[config.mk]
export PLATFORM = sky130hd
export DESIGN_NAME = ripple_add_seq
export DESIGN_NICKNAME = d
export VERILOG_FILES = /design/src/rtl/ripple_add_seq.sv
export SDC_FILE = /design/constraint.sdc
export NUM_CORES = 1
export LEC_CHECK = 0
export ABC_AREA = 0
export BUFFER_PORTS_ARGS = -buffer_cell sky130_fd_sc_hd__buf_2
export CORE_AREA = 2 2 127 129
export CTS_CLUSTER_SIZE = 30
export DETAILED_ROUTE_END_ITERATION = 8
export DIE_AREA = 0 0 129 131
export PLACE_DENSITY_LB_ADDON = 0.1
export SLEW_MARGIN = 40
export SYNTH_ARGS = -nofsm -noshare
export SYNTH_HDL_FRONTEND = slang
export SYNTH_SLANG_ARGS = --single-unit
[constraint.sdc]
create_clock -name clk -period 11.15 [get_ports clk]
set_input_delay 1.115 -clock clk [delete_from_list [all_inputs] [get_ports clk]]
set_output_delay 1.115 -clock clk [all_outputs]
set_load 0.1 [all_outputs]
[src/rtl/ripple_add_seq.sv]
// Multi-byte adder that reuses one 8-bit ripple slice per byte, LSB byte first.
// Define RIPPLE_ADD_SEQ_SUB_MODE_EN to add the sub port (a + ~b + 1 when sub=1).
module ripple_add_seq #(
    parameter int NBYTES = 4
) (
    input  logic                clk,
    input  logic                rst,
    input  logic                start,
    input  logic [8*NBYTES-1:0] a,
    input  logic [8*NBYTES-1:0] b,
    input  logic                cin,
`ifdef RIPPLE_ADD_SEQ_SUB_MODE_EN
    input  logic                sub,
`endif
    output logic                busy,
    output logic                done,
    output logic [8*NBYTES-1:0] sum,
    output logic                cout
);

    localparam int W  = 8 * NBYTES;
    localparam int IW = (NBYTES > 1) ? $clog2(NBYTES) : 1;

    typedef enum logic [1:0] {
        IDLE = 2'd0,
        RUN  = 2'd1,
        DONE = 2'd2
    } state_t;

    state_t          state_q;
    logic [W-1:0]    a_q;
    logic [W-1:0]    b_q;
    logic [W-1:0]    acc_q;
    logic [W-1:0]    sum_q;
    logic [IW-1:0]   idx_q;
    logic            carry_q;
    logic            cout_q;
    logic            busy_q;
    logic            done_q;

    logic [W-1:0]    b_load;
    logic            carry_load;
    logic [7:0]      a_byte;
    logic [7:0]      b_byte;
    logic [7:0]      slice_sum_d;
    logic            slice_cout_d;
    logic [W-1:0]    acc_d;
    logic            last_byte;

    // Subtraction is folded in at load time: B is stored inverted and carry starts at 1.
`ifdef RIPPLE_ADD_SEQ_SUB_MODE_EN
    assign b_load     = sub ? ~b : b;
    assign carry_load = sub ? 1'b1 : cin;
`else
    assign b_load     = b;
    assign carry_load = cin;
`endif

    always_comb begin
        a_byte = a_q[{idx_q, 3'b000} +: 8];
        b_byte = b_q[{idx_q, 3'b000} +: 8];
        {slice_cout_d, slice_sum_d} = {1'b0, a_byte} + {1'b0, b_byte} + {8'd0, carry_q};
        acc_d = acc_q;
        acc_d[{idx_q, 3'b000} +: 8] = slice_sum_d;
    end

    assign last_byte = (idx_q == IW'(NBYTES - 1));

    always_ff @(posedge clk or posedge rst) begin
        if (rst) begin
            state_q <= IDLE;
            a_q     <= '0;
            b_q     <= '0;
            acc_q   <= '0;
            sum_q   <= '0;
            idx_q   <= '0;
            carry_q <= 1'b0;
            cout_q  <= 1'b0;
            busy_q  <= 1'b0;
            done_q  <= 1'b0;
        end else begin
            done_q <= 1'b0;
            case (state_q)
                IDLE, DONE: begin
                    if (start) begin
                        a_q     <= a;
                        b_q     <= b_load;
                        carry_q <= carry_load;
                        idx_q   <= '0;
                        state_q <= RUN;
                        busy_q  <= 1'b1;
                    end else begin
                        state_q <= IDLE;
                        busy_q  <= 1'b0;
                    end
                end
                RUN: begin
                    acc_q   <= acc_d;
                    carry_q <= slice_cout_d;
                    idx_q   <= idx_q + IW'(1);
                    // Outputs change only here, so partial sums never leak out.
                    if (last_byte) begin
                        state_q <= DONE;
                        busy_q  <= 1'b0;
                        done_q  <= 1'b1;
                        sum_q   <= acc_d;
                        cout_q  <= slice_cout_d;
                    end
                end
                default: begin
                    state_q <= IDLE;
                    busy_q  <= 1'b0;
                end
            endcase
        end
    end

    assign busy = busy_q;
    assign done = done_q;
    assign sum  = sum_q;
    assign cout = cout_q;

endmodule
==> summary.md <==
| Metric | Value |
|---|---|
| Most used cell, CP | fa_1 |
| Setup-failing EPs final | 0 |
| Post-CTS Hold Buffers | 0 |
| Ys async rst share | 100.0% |
| Num CTS Buffers | 17 |
| Starting density of the core | 38.90% |
| DRT Pass-1 Iters | 4 |
| Placed insts | 757 |
| Clk_lat worst skew | 0.42 ns |
| Most common cell after layout, fill and taps aside | dfrtp_1 |
| Fin nets | 644 |
| Minimum clock period | 3.646 ns |
| Fillers | 1429 |
| Fmax | 274.3 MHz |
| Reg-to-reg critical path startpoint | idx_q[0] |
| Fraction of layout cells with a size suffix above 1 | between 40 and 50% |
| FF-to-FF path depth | 10 |
| All-Layer GR Usage | 18.05% |
| Post-Syn Area | just over 6000 um2 |
| Core ar. | ~16000 um2 |
| Crit share post-route | 32.70% |
| Max clock buf depth | 2 |
| Antenna violations before repair | 1 |
| Full die area | between 15000 and 20000 um2 |
| Critical path fanouts, max | 14 |
| Final HPWL DP | 9947 um |
| FP Rows | 46 |
| Worst-path clk slew | 0.06 ns |
| WP data required | 11.42 ns |
| Setup TNS | 0 ns |
| Crit path kind | reg2reg |
| PostCTS Resize Cnt | 0 |
| GP Congestion | between 0.8 and 0.9 |
| Die Width | 129 um |
| Max incr delay on CP | 0.78 ns |
| Detailed Route Iter0 Violations | 222 |
| Drt drc | 0 |
| CTS sink count | around 140 |
| Number of synthesized register bits | 135 |
| Count of cell types in the netlist | 45 |
| Max-cap violations | 0 |
| # port buffers | a little over 100 |
| Top_reg_cell synth | dfrtp_1 |
| Capture point of the worst reg-to-reg path | sum[4] |
| Syn Nets | 539 |
| Status | finished clean |
| Vias per cell | 5.130 |
| Post-CTS setup buffer count | 0 |
| Final number of max-transition violations | 0 |
| CTS Root Cell | clkbuf_16 |
| Post-route ant nets | 0 |
| CP startpoint kind | flop |
| Routed len/inst | 17.95 um |
| Sequential fraction of the synthesis area | 55.68% |
| Syn avg cell area | 13.30 um2 |
| Worst Hold Launch | sum[3] |
| Ports | around 100 |
| Worst-margin pin slew | 0.8449 ns |
| Most frequent cells in the layout | dfrtp_1, buf_2, mux2_2, a22o_1, nor2_1 |
| Clk_skew | 0.009919 ns |
| Gr ovfl total | 0 |
| Via total after detailed routing | 4053 |
| Die Height | roughly 130 um |
| Number of synthesized flops with an enable pin | 0 |
| Ys Warns | 0 |
| First-pass GRT wire length | 22870 um |
| Final WL | between 10000 and 15000 um |
| Vias in the first global route | approximately 4200 |
| CP Capture Type | flop |
| Layout area overhead | 22.23% |
| Hold crit path type | reg2reg |
| Pin count of the biggest net entering global routing | 80 |
| CTS tree | done |
| Syn Inst Count | 456 |
| Hold path cells | 2 |
| RSZ-0062 raised after global routing | no |
| Depth of the CTS H-tree | 4 |
| Crit-path slowest cell | dfrtp_1 |
| Hold Vio Cnt, Final | 0 |
| Crit path cell chain | buf_4 > mux4_2 > fa_1 > inv_1 > fa_1 > nand2b_1 > nand2_1 > a21o_1 > xnor2_1 > o21ai_0 |
| Final cell count without fillers | 790 |
| Rel. slew slack | between 40% and 50% |
| Hold EP | sum[3] |
| Reg2reg setup slack | 7.50 ns |
| Arr. time, crit path | 3.92 ns |
## state kept, by name (all words and copies together) (netlist names)
| name | flops |
|---|---|
| b_q | 32 |
| cout | 1 |
| state_q | 2 |
| idx_q | 2 |
| acc_q | 32 |
| done | 1 |
| a_q | 32 |
| sum | 32 |
| carry_q | 1 |
## layer usage
layer / vias up / global-route usage, % / routed length, um
met3: 21 / 5.537 / 827
met1: 2019 / 22.69 / 6138
met2: 112 / 29.07 / 6907
met4: 0 / 7.801 / 311
met5: - / 0 / 0
li1: 1901 / - / -
## logic make-up after synthesis
family	share of synthesized area, %
fa+ha+maj	3.341
buf+inv	2.578
xor+xnor	0.8457
mux	17.82
compound gates	12.87
flops	55.68
simple gates	6.867
## worst max-delay path, delay by kind of cell, from the launching register on
| family | cells | cell delay (ns) |
|---|---|---|
| simple gates | 2 | 0.20 |
| mux | 1 | 0.56 |
| xor+xnor | 1 | 0.39 |
| fa+ha+maj | 2 | 0.70 |
| buf+inv | 2 | 0.49 |
| flops | 1 | 0.78 |
| compound gates | 2 | 0.37 |
## cell usage after synthesis, drive strengths merged (3+ instances only)
cell    number  area share [%]
nand2       22             1.4
and3        13             1.4
a22o        33             4.8
xnor2        3            0.43
nor3         3            0.33
a21oi       15             1.2
mux4        16             5.9
a221oi      13             1.9
inv         14            0.87
ha          13             2.7
o21ai       20             1.6
a21o         5            0.62
a22oi        7            0.87
nor2        29             1.8
dfrtp      135              56
buf         14             1.2
mux2        64              12
and2         3            0.31
clkbuf       9            0.56
## how the worst max path moves through the flow
stage                         from      end  slack [ns]
after floorplan                rst   a_q[0]        6.42
after global placement    idx_q[0]  sum[28]        7.58
after detailed placement  idx_q[0]   sum[4]        7.50
after CTS                 idx_q[0]   sum[4]        7.49
after global routing      idx_q[0]  sum[28]        7.28
final                     idx_q[0]   sum[4]        7.50
## metrics by stage
step	instance area (um2)	hold WS, ns	util, %	setup slack [ns]
floorplan	6067	0.4578	-	6.424
detailed placement	6803	0.4733	43.61	7.498
global placement	6799	0.4646	43.59	7.584
global route	7413	0.4999	47.53	7.284
CTS	7367	0.4863	47.23	7.492
finish	7416	0.4779	47.55	7.504
## area by class of cell
type	count	area, um2	area share, %
Inverter	14	55.05	0.7424
Sequential cell	135	3378	45.55
Clock buffer	21	460.4	6.209
Clock inverter	10	103.9	1.400
Multi-Input combinational cell	284	2555	34.45
Tap cell	216	270.3	3.644
Timing Repair Buffer	109	590.6	7.964
Antenna cell	1	2.502	0.03374
Power is not shown: default switching activity piles up to over one toggle a cycle in this logic, so the estimate is an artifact.
